--- src/rtl/pc_pkg.sv ---
// pc_pkg: shared types and default constants for the fetch PC unit.
// Imported by pc_ras and pc_unit.
package pc_pkg;

    typedef enum logic {
        PC_IDLE,
        PC_RUN
    } pc_state_e;

    localparam int          PC_ADDR_W    = 32;
    localparam int          PC_STEP      = 4;
    localparam int unsigned PC_RESET_VEC = 0;

endpackage

--- src/rtl/pc_ras.sv ---
// pc_ras: circular return-address stack with sticky over/underflow flag.
// A push when full overwrites the oldest entry.
module pc_ras
    import pc_pkg::*;
#(
    parameter int ADDR_W    = PC_ADDR_W,
    parameter int RAS_DEPTH = 4
) (
    input  logic              clk_i,
    input  logic              rst_i,
    input  logic              clr,
    input  logic              push,
    input  logic              pop,
    input  logic [ADDR_W-1:0] data,
    output logic [ADDR_W-1:0] top,
    output logic              empty,
    output logic              full,
    output logic              ovf
);

    localparam int PTR_W = $clog2(RAS_DEPTH);
    localparam int CNT_W = PTR_W + 1;

    logic [ADDR_W-1:0] mem [RAS_DEPTH];
    logic [PTR_W-1:0]  ptr;
    logic [PTR_W-1:0]  ptr_inc;
    logic [PTR_W-1:0]  ptr_dec;
    logic [CNT_W-1:0]  cnt;

    assign ptr_inc = ptr + 1'b1;
    assign ptr_dec = ptr - 1'b1;
    assign top     = mem[ptr];
    assign empty   = (cnt == '0);
    assign full    = (cnt == CNT_W'(RAS_DEPTH));

    // Stack pointer, occupancy, entries and sticky flag; pop beats push.
    always_ff @(posedge clk_i or negedge rst_i) begin
        if (!rst_i) begin
            ptr <= '0;
            cnt <= '0;
            ovf <= 1'b0;
            for (int i = 0; i < RAS_DEPTH; i++) begin
                mem[i] <= '0;
            end
        end else if (clr) begin
            ptr <= '0;
            cnt <= '0;
        end else if (pop) begin
            if (empty) begin
                ovf <= 1'b1;
            end else begin
                ptr <= ptr_dec;
                cnt <= cnt - 1'b1;
            end
        end else if (push) begin
            ptr          <= ptr_inc;
            mem[ptr_inc] <= data;
            if (full) begin
                ovf <= 1'b1;
            end else begin
                cnt <= cnt + 1'b1;
            end
        end
    end

endmodule

--- src/rtl/pc_unit.sv ---
// pc_unit: fetch PC register with IDLE/RUN control, redirects and RAS.
// Optional PC_ALIGN_CHECK_EN adds misalign_o and refuses unaligned redirects.
module pc_unit
    import pc_pkg::*;
#(
    parameter int                ADDR_W    = PC_ADDR_W,
    parameter int                STEP      = PC_STEP,
    parameter logic [ADDR_W-1:0] RESET_VEC = ADDR_W'(PC_RESET_VEC),
    parameter int                RAS_DEPTH = 4
) (
    input  logic              clk_i,
    input  logic              rst_i,
    input  logic              start_i,
    input  logic              stall_i,
    input  logic              jump_i,
    input  logic              call_i,
    input  logic              ret_i,
    input  logic [ADDR_W-1:0] target_i,
    input  logic [ADDR_W-1:0] link_i,
    output logic [ADDR_W-1:0] pc_o,
    output logic              running_o,
    output logic              ras_empty_o,
    output logic              ras_full_o,
    output logic              ras_ovf_o
`ifdef PC_ALIGN_CHECK_EN
    ,
    output logic              misalign_o
`endif
);

    localparam logic [ADDR_W-1:0] STEP_V = ADDR_W'(STEP);

    pc_state_e         state;
    pc_state_e         state_n;
    logic [ADDR_W-1:0] pc_q;
    logic [ADDR_W-1:0] pc_n;
    logic [ADDR_W-1:0] dest;
    logic              redirect;
    logic              act;
    logic              ras_clr;
    logic              ras_push;
    logic              ras_pop;
    logic [ADDR_W-1:0] ras_top;
    logic [ADDR_W-1:0] ras_dest;

    assign act      = (state == PC_RUN) && start_i;
    assign ras_clr  = (state == PC_RUN) && !start_i;
    assign ras_pop  = act && ret_i;
    assign ras_push = act && !ret_i && jump_i && call_i;
    assign ras_dest = ras_empty_o ? RESET_VEC : ras_top;

    assign pc_o      = pc_q;
    assign running_o = (state == PC_RUN);

    pc_ras #(
        .ADDR_W   (ADDR_W),
        .RAS_DEPTH(RAS_DEPTH)
    ) u_ras (
        .clk_i(clk_i),
        .rst_i(rst_i),
        .clr  (ras_clr),
        .push (ras_push),
        .pop  (ras_pop),
        .data (link_i),
        .top  (ras_top),
        .empty(ras_empty_o),
        .full (ras_full_o),
        .ovf  (ras_ovf_o)
    );

`ifdef PC_ALIGN_CHECK_EN
    logic mis_n;
`endif

    // Next state and next PC: stop, return, jump, stall, increment.
    always_comb begin
        state_n  = state;
        pc_n     = pc_q;
        dest     = '0;
        redirect = 1'b0;
`ifdef PC_ALIGN_CHECK_EN
        mis_n    = 1'b0;
`endif
        unique case (state)
            PC_IDLE: begin
                pc_n = RESET_VEC;
                if (start_i) begin
                    state_n = PC_RUN;
                end
            end
            PC_RUN: begin
                if (!start_i) begin
                    state_n = PC_IDLE;
                    pc_n    = RESET_VEC;
                end else if (ret_i) begin
                    redirect = 1'b1;
                    dest     = ras_dest;
                end else if (jump_i) begin
                    redirect = 1'b1;
                    dest     = target_i;
                end else if (!stall_i) begin
                    pc_n = pc_q + STEP_V;
                end
            end
            default: state_n = PC_IDLE;
        endcase
        if (redirect) begin
`ifdef PC_ALIGN_CHECK_EN
            if ((dest % STEP_V) != '0) begin
                mis_n = 1'b1;
            end else begin
                pc_n = dest;
            end
`else
            pc_n = dest;
`endif
        end
    end

    // State and PC registers.
    always_ff @(posedge clk_i or negedge rst_i) begin
        if (!rst_i) begin
            state <= PC_IDLE;
            pc_q  <= RESET_VEC;
        end else begin
            state <= state_n;
            pc_q  <= pc_n;
        end
    end

`ifdef PC_ALIGN_CHECK_EN
    // One-cycle pulse for a refused unaligned redirect.
    always_ff @(posedge clk_i or negedge rst_i) begin
        if (!rst_i) begin
            misalign_o <= 1'b0;
        end else begin
            misalign_o <= mis_n;
        end
    end
`endif

endmodule
--- config.mk ---
export PLATFORM = sky130hd
export DESIGN_NAME = pc_unit
export DESIGN_NICKNAME = d
export VERILOG_FILES = /design/src/rtl/pc_pkg.sv /design/src/rtl/pc_ras.sv /design/src/rtl/pc_unit.sv
export SDC_FILE = /design/constraint.sdc
export NUM_CORES = 1
export LEC_CHECK = 0
export ABC_AREA = 1
export CAP_MARGIN = 20
export CORE_MARGIN = 2
export CORE_UTILIZATION = 30
export CTS_CLUSTER_DIAMETER = 120
export DETAILED_ROUTE_END_ITERATION = 6
export PLACE_DENSITY = 0.45
export SETUP_SLACK_MARGIN = 0.1
export SLEW_MARGIN = 15
export SYNTH_ARGS = -nofsm -noshare
export SYNTH_HDL_FRONTEND = slang
export SYNTH_SLANG_ARGS = --single-unit
--- constraint.sdc ---
create_clock -name clk_i -period 3.2 [get_ports clk_i]
set_clock_uncertainty 0.1 [all_clocks]
set_input_delay 0.64 -clock clk_i [delete_from_list [all_inputs] [get_ports clk_i]]
set_output_delay 0.64 -clock clk_i [all_outputs]
set_load 0.01 [all_outputs]
== Yosys cells after proc, flatten, opt, wreduce, memory -nomap -nowiden ==
Cells that the tools add are included.
Storage, ports and cells
  register bits: 167
Operators by class
  $add $sub $neg: 5
  $lt $le $gt $ge: 3
  eq/ne operators: 7
  muxes and demuxes: 35
  bitwise logic cells: 5
  reductions and logical operators: 18
Operator list (count)
  two-way mux 32 bit: 13
  bitwise mux 128 bit: 1
  binary-select mux 32 bit (select 2 bit): 1
  demux 32 bit (select 2 bit): 1
  case mux 32 bit (2 select lines): 1
  adder 32 x 3 -> 32 bit, second input constant: 1
  two-way mux 3 bit: 5
  != test 4 x 3 -> 1 bit, second input constant: 3
  two-way mux 1 bit: 9
  AND reduction 3 bit: 3
  two-way mux 2 bit: 4
  logical AND 1 bit: 7
  greater-or-equal comparator 3 bit, second input constant: 2
  inverter 2 -> 3 bit: 2
  AND reduction 4 bit: 1
  nonzero test 2 bit: 2
  adder 3 x 1 -> 3 bit, second input constant: 1
  equality test 3 bit, second input constant: 1
  logical NOT 3 bit: 1
  less-than comparator 3 x 1 -> 1 bit, second input constant: 1
  != test 3 x 1 -> 1 bit, second input constant: 1
  != test 3 bit, second input constant: 1
  inverter 1 bit: 3
  nonzero test 3 bit: 1
  other kinds (6): 7

== Depth between registers and ports, before layout ==
Gate-level depths: netlist of run 1.
  word-level depth: 9
  gate-level depth with buffers: 11
  gate-level depth less buffers: 10

== By module ==
Synthesis of run 1 repeated with hierarchy kept, for this count alone.
Second synthesis, totals
  cells, all modules: 1136
  area total of the unflattened synthesis: 9038.7 um^2
By module, submodules not included
  pc_ras: instances 1, cells each 682, area an instance 6229.7 um^2, seq. area each 3353.2 um^2
  pc_unit: instances 1, cells each 454, area an instance 2808.9 um^2, seq. area each 825.8 um^2

== Least setup slack after synthesis of run 1 ==
OpenSTA, ideal clock, no wires.
  path type: input port to flip-flop
  from: input port ret_i
  to: register u_ras.cnt[1]
  arrival time: 1.591 ns
  required time: 2.974 ns
  slack: 1.383 ns
  cell stages on the path: 6
  cell sequence: buf_4 -> inv_2 -> nor2_4 -> fa_1 -> nand3_1 -> o21ai_0
Between the ends
  cells in the longest elaborated chain, start to end: 6
  elaborated cells on any way between the ends: 11
  those cells by class: eq/ne (2); mux (2); reduce/logical (7)
RTL lines
  from (decl): line pc_unit.sv:17  | input logic ret_i,
  logical NOT 1 bit: line pc_unit.sv:49  | assign ras_push = act && !ret_i && jump_i && call_i;
  logical AND 1 bit (3 in a row): line pc_unit.sv:49
  nonzero test 3 bit (no source line)
  AND reduction 3 bit (no source line)
  to (signal assigned): line pc_ras.sv:53  | cnt <= cnt - 1'b1;
  to (signal assigned): line pc_ras.sv:61  | cnt <= cnt + 1'b1;
  to (decl): line pc_ras.sv:28  | logic [CNT_W-1:0] cnt;
Parallel ways exist; a longest one is shown, timed or not.
A chain may end at the register's enable or synchronous reset.

== Final worst setup path of run 1 ==
  from: register u_ras.cnt[0]
  to: output port ras_full_o
Between the ends
  cells in the longest elaborated chain, start to end: 1
RTL lines
  equality test 3 bit: line pc_ras.sv:34  | assign full = (cnt == CNT_W'(RAS_DEPTH));
  to (decl): line pc_unit.sv:23  | output logic ras_full_o,
Every way passes these cells.

==> results of run 1 <==
## cell families (layout without fill, tap and decap cells)
family          Yosys count  count (layout)  synth area share
simple gates            655             655             0.310
flops                   167             167             0.467
fa+ha+maj                 6               6           0.00922
buf+inv                 158             244            0.0830
compound gates          220             220             0.127
xor+xnor                  5               5           0.00489
## state kept, by name, indices dropped and copies added (netlist names)
register   cells
running_o      1
u_ras.ptr      2
u_ras.cnt      3
u_ras.ovf      1
u_ras.mem    128
pc_o          32
## final timing paths
| check | from | end |
|---|---|---|
| min | rst_i | pc_o[8] |
| max | u_ras.cnt[0] | ras_full_o |
| min in group clk_i | u_ras.mem[111] | u_ras.mem[111] |
| max in group asynchronous | rst_i | u_ras.mem[90] |
| min reg2reg | u_ras.mem[111] | u_ras.mem[111] |
| max reg2reg | u_ras.ptr[0] | u_ras.mem[53] |
## routing by layer
metal	up-vias	share of wire
li1	4046	-
met1	3776	0.50
met2	169	0.44
met3	20	0.042
met4	0	0.012
met5	-	0
## area by class of cell
class	count	share of cell area
multi-input cells	886	0.370
clock inverters	14	0.0191
repair buffers	119	0.111
inverters	94	0.0326
clock buffers	17	0.0391
well taps	390	0.0448
flip-flops and latches	167	0.384
## critical path, delay by kind of cell, from the launching register on
family / cells / cell delay, ns
flops: 1 / 0.42
buf+inv: 1 / 0.64
simple gates: 1 / 0.42
## where the power goes
group          switching, W  internal (W)  total (W)
sequential         0.000396       0.00272    0.00311
combinational       0.00149      0.000889    0.00238
clock              0.000949       0.00133    0.00228
## metrics by stage
step	hold slack (ns)	area, um^2
6_report	0.0924	10900
5_1_grt	0.122	10900
4_1_cts	0.105	10900
3_5_place_dp	0.373	10300
3_3_place_gp	0.365	10300
2_1_floorplan	0.244	8950
## placed cells by master, fill, tap and decap left out, drive strengths merged
cell type      Yosys  layout
xor2               4       4
clkinvlp           0       1
nand4              2       2
clkinv             1       3
fa                 1       1
nand2            420     420
nand3b             1       1
and2               1       1
clkdlybuf4s50      0     104
bufinv             0       4
nor2              84      84
o211ai             2       2
buf               52      15
a31oi              6       6
a21oi             44      44
nor3               1       1
o21bai             7       7
inv               93     100
xnor2              1       1
dfrtp            167     167
clkbuf            12      17
o21ai            160     160
nand3            146     146
a21o               1       1
ha                 5       5
==> results.md, run 1 <==
- Crit-path max cell delay: 0.64 ns
- Synth area leader: dfrtp_1
- Critical path type: reg -> out
- Die Wd: 177 um
- CTS tree: done
- R2R cell count: 4
- Non-Filler Instances: 1687
- Max_slew headroom: 0.516
- Placed cells: 1656
- Vias: 8011
- Vias per cell: 4.75
- Remaining routing DRC violations: 0
- Slew Viols, Final: 0
- Hold Fails Final Rpt: 0
- Max-cap violations: 0
- Synth cell types: 34
- Top-level port count: 107
- Arrival @ worst endpoint: 1.92 ns
- Lkg Pwr: 5.01 nW
- TritonRoute pass-1 iters: 7
- IO Port Bufs: 106
- Gpl congestion: 0.832
- Final worst setup slack: 0.540 ns
- Final setup viols: 0
- Fin crit share: 0.831
- #FFs+latches synth: 167
- Worst ir drop on vdd: 0.000459 V
- Pin count of the biggest net entering global routing: 65
- Die ar.: 31200 um^2
- CTS buffer count: 17
- Worst skew pair latency: 0.43 ns
- Crit path launch type: register
- Synthesized Nets: 1288
- Initial antenna violation count: 0
- Max clock buf depth: 2
- Pre-CTS setup slack: 0.461 ns
- Synth Cell Area: 8950 um^2
- Final ANT Viol Nets: 0
- Met2 usage: 0.286
- Clk pin slew, worst setup/hold paths: 0.07 ns
- Total power: 0.00777 W
- Critical Path RT: 2.46 ns
- Top-count cell post-synth: nand2_1
- Wire length per cell: 16.4 um
- Status: finished, final reports clean
- Tot GR Track Use: 0.184
- Worst slew pin tran: 0.726 ns
- Met1 Use GR: 0.270
- Cells after Synth: 1211
- Grt total ovfl: 0
- Core Region: 29500 um^2
- Setup repair after global routing missed its margin: false
- Area Overhead vs Synth: 21.7%
- CTS resizes: 0
- Die height: 177 um
- CP Max Fanout: 3
- Synth Flop Type: dfrtp_1
- Post-CTS Setup Bufs: 0
- First-pass GRT wire length: 44800 um
- Antenna diode count: 0
- Layout fillers: 3203
- Final worst path period need: 2.66 ns
- Syn. warnings: 0
- Post-synthesis sequential area ratio: 0.467
- Clock sinks: 167
- Critical Path End Type: output port
- Critical-path top delay cell: clkdlybuf4s50_1
- Detailed placer's ending HPWL: 18300 um
- Total Nets Final: 1362
- Busiest grt layer: met2
- Starting density of the core: 0.304
- Post-synth top cells: nand2_1, dfrtp_1, nand3_1
- Number of enable flip-flop cells after synthesis: 0
- Met3 Use GR: 0.0273
- Rows: 63
- Setup TNS Final: 0 ns
- Layout cells sized above 1: 0.0555
- Max H-tree Level: 4
- Area of the multi-input gates: 4030 um^2
- Post-synth top area share: 0.467
- # hold bufs at CTS: 0
- Critical-path cell list: nor3_1, clkdlybuf4s50_1
- DR iter-0 viols: 714
- Final core utilization: 0.369
- R2r setup slk: 0.76 ns
- Top cells by area, synth: dfrtp_1, nand2_1, nand3_1
- Worst Hold Class: in -> async
- DRT Wirelength: 27700 um
- Syn avg cell area: 7.39 um^2
- Fmax: 376 MHz
- Fraction of registers with async set/reset: 1.00
- Vias in the first global route: 7755
- Storage element area: 4180 um^2
- Power Density: 713 nW/um^2
- CTS root buf: clkbuf_16
Note: power is estimated with default switching activity, not from simulation.
==> run 2: changes to the inputs <==
--- a/config.mk
+++ b/config.mk
@@ -11,7 +11,7 @@
 export CORE_UTILIZATION = 30
 export CTS_CLUSTER_DIAMETER = 120
 export DETAILED_ROUTE_END_ITERATION = 6
-export PLACE_DENSITY = 0.45
+export PLACE_DENSITY = 0.47
 export SETUP_SLACK_MARGIN = 0.1
 export SLEW_MARGIN = 15
 export SYNTH_ARGS = -nofsm -noshare
==> constraint.sdc (replaced) <==
create_clock -name clk_i -period 2.3 [get_ports clk_i]
set_clock_uncertainty 0.1 [all_clocks]
set_input_delay 0.46 -clock clk_i [delete_from_list [all_inputs] [get_ports clk_i]]
set_output_delay 0.46 -clock clk_i [all_outputs]
set_load 0.01 [all_outputs]
==> run 2 against run 1 <==
  * Combinational power is 48% higher
  * Final area grew 3.1%
  * Global-route usage down 0.46 points
  * Register-to-register slack worse by 0.47 ns
  * Sequential cell count did not move
  * Sequential power increased by 40%
  * Final cell count is 1.6% higher
  * Non-clock buffer count rose by 26
  * Worst hold slack improved by 0.28 ns
  * Largest power group unchanged
  * Critical path type unchanged
  * Critical endpoint is now pc_o[26]
  * Critical path depth down 1
  * Routed wire length decreased by 0.47%
==> results.md, run 2 (synthesized netlist as in run 1, its figures left out) <==
- Crit-path max cell delay: 0.59 ns
- Hold Fails Final Rpt: 0
- Power Density: 964 nW/um^2
- CTS root buf: clkbuf_16
- Core Region: 29500 um^2
- Vias in the first global route: 7767
- Lkg Pwr: 5.21 nW
- Int Pwr: 0.00686 W
- Fin crit share: 0.897
- Worst skew pair latency: 0.43 ns
- Critical-path top delay cell: clkdlybuf4s50_1
- Crit path launch type: register
- CTS buffer count: 17
- WP buf/inv: 1
- DR iter-0 viols: 720
- Initial antenna violation count: 0
- Total Nets Final: 1388
- CP Max Fanout: 7
- Met1 Use GR: 0.260
- Met3 Use GR: 0.0279
- Area of the multi-input gates: 4040 um^2
- Max H-tree Level: 4
- Max_slew headroom: 0.653
- Met2 usage: 0.283
- Tot GR Track Use: 0.180
- IO Port Bufs: 106
- Max clock buf depth: 2
- Antenna diode count: 0
- Fmax: 485 MHz
- Grt total ovfl: 0
- Final worst setup slack: 0.237 ns
- Clk pin slew, worst setup/hold paths: 0.07 ns
- Rows: 63
- Crit path max-delay family: buffers and inverters
- Max reg flops: 128
- Status: finished, final reports clean
- Commonest non-fill, non-tap cells in the layout: nand2_1, dfrtp_1, nand3_1
- Most flop-heavy register: u_ras.mem
- CTS tree: done
- Clock sinks: 167
- Arrival @ worst endpoint: 1.50 ns
- Critical Path RT: 1.74 ns
- Final ANT Viol Nets: 0
- Die Wd: 177 um
- Die height: 177 um
- Storage element area: 4180 um^2
- Sw power: 0.00397 W
- Max-cap violations: 0
- Vias: 8161
- Setup repair after global routing missed its margin: false
- Worst Hold Class: in -> reg
- Critical path type: reg -> out
- First-pass GRT wire length: 43700 um
- Clock power frac: 0.273
- Wire length per cell: 16.1 um
- TritonRoute pass-1 iters: 5
- Gpl congestion: 0.814
- Die ar.: 31200 um^2
- Top-level port count: 107
- Detailed placer's ending HPWL: 19000 um
- Vias per cell: 4.76
- Layout fillers: 3138
- Post-CTS Setup Bufs: 0
- Busiest grt layer: met2
- Reg power frac: 0.401
- Worst ir drop on vdd: 0.000557 V
- DRT Wirelength: 27500 um
- Setup TNS Final: 0 ns
- Sw Share: 0.366
- Pin count of the biggest net entering global routing: 67
- Remaining routing DRC violations: 0
- Layout cells sized above 1: 0.0763
- Area Overhead vs Synth: 25.5%
- Critical-path cell list: clkdlybuf4s50_1
- Critical Path End Type: output port
- Worst slew pin tran: 0.519 ns
- Pre-CTS setup slack: 0.0649 ns
- Most common cell after layout, fill and taps aside: nand2_1
- Starting density of the core: 0.304
- Final worst path period need: 2.06 ns
- Hold Slack: 0.369 ns
- Combinational Power Share: 0.326
- Final setup viols: 0
- Slew Viols, Final: 0
==> run 2: changes by cell type in the layout (fill, tap and decap cells not counted), moves of 3 or more <==
cell      delta
inv_1        -3
inv_6        -4
buf_4       +12
inv_2        +3
clkinv_4     +3
buf_12      +13
==> run 2: timing repair <==
item,CTS,global route
gates resized for setup,2,5
endpoints found under the setup margin,2,1
hold endpoints to repair,34,0
pin swaps,0,0
hold buffers,1,0
==> run 2: area by class of cell <==
| class | instances | share of cell area |
|---|---|---|
| inverter | 94 | 0.0316 |
| multi-input combinational | 886 | 0.360 |
| tap | 390 | 0.0434 |
| sequential | 167 | 0.372 |
| clock buffer | 20 | 0.0407 |
| clock inverter | 12 | 0.0128 |
| timing repair buffer | 145 | 0.139 |
==> run 2: final timing paths <==
path / start / to / slack, ns / cells after the start
hold / removal: ret_i / pc_o[0] / 0.37 / 4
hold reg to reg: u_ras.mem[75] / u_ras.mem[75] / 0.38 / 2
setup reg to reg: u_ras.ptr[1] / u_ras.mem[84] / 0.29 / 6
setup / recovery: pc_o[26] / pc_o[26] / 0.24 / 1
min in group asynchronous: rst_i / pc_o[4] / 0.41 / 2
max in group asynchronous: rst_i / u_ras.mem[16] / 1.02 / 3
==> run 2: layer usage <==
| metal | share of wire | vias up |
|---|---|---|
| li1 | - | 4107 |
| met1 | 0.50 | 3878 |
| met2 | 0.45 | 159 |
| met3 | 0.039 | 17 |
| met4 | 0.011 | 0 |
| met5 | 0 | - |
==> run 2: power by group through the flow <==
stage	logic (W)	clock network [W]	registers, W
6_report	0.00353	0.00296	0.00434
3_3_place_gp	0.00350	0	0.00437
2_1_floorplan	0.00217	0	0.00425
3_5_place_dp	0.00353	0	0.00437
5_1_grt	0.00400	0.00313	0.00444
4_1_cts	0.00356	0.00302	0.00433
==> run 2: metrics by stage <==
| step | power [W] | std cells | cell area, um^2 | util |
|---|---|---|---|---|
| 2_1_floorplan | 0.00641 | 1211 | 8950 | - |
| 4_1_cts | 0.0109 | 1714 | 11200 | 0.381 |
| 6_report | 0.0108 | 1714 | 11200 | 0.381 |
| 3_5_place_dp | 0.00791 | 1681 | 10600 | 0.360 |
| 3_3_place_gp | 0.00786 | 1681 | 10600 | 0.360 |
| 5_1_grt | 0.0116 | 1714 | 11200 | 0.381 |
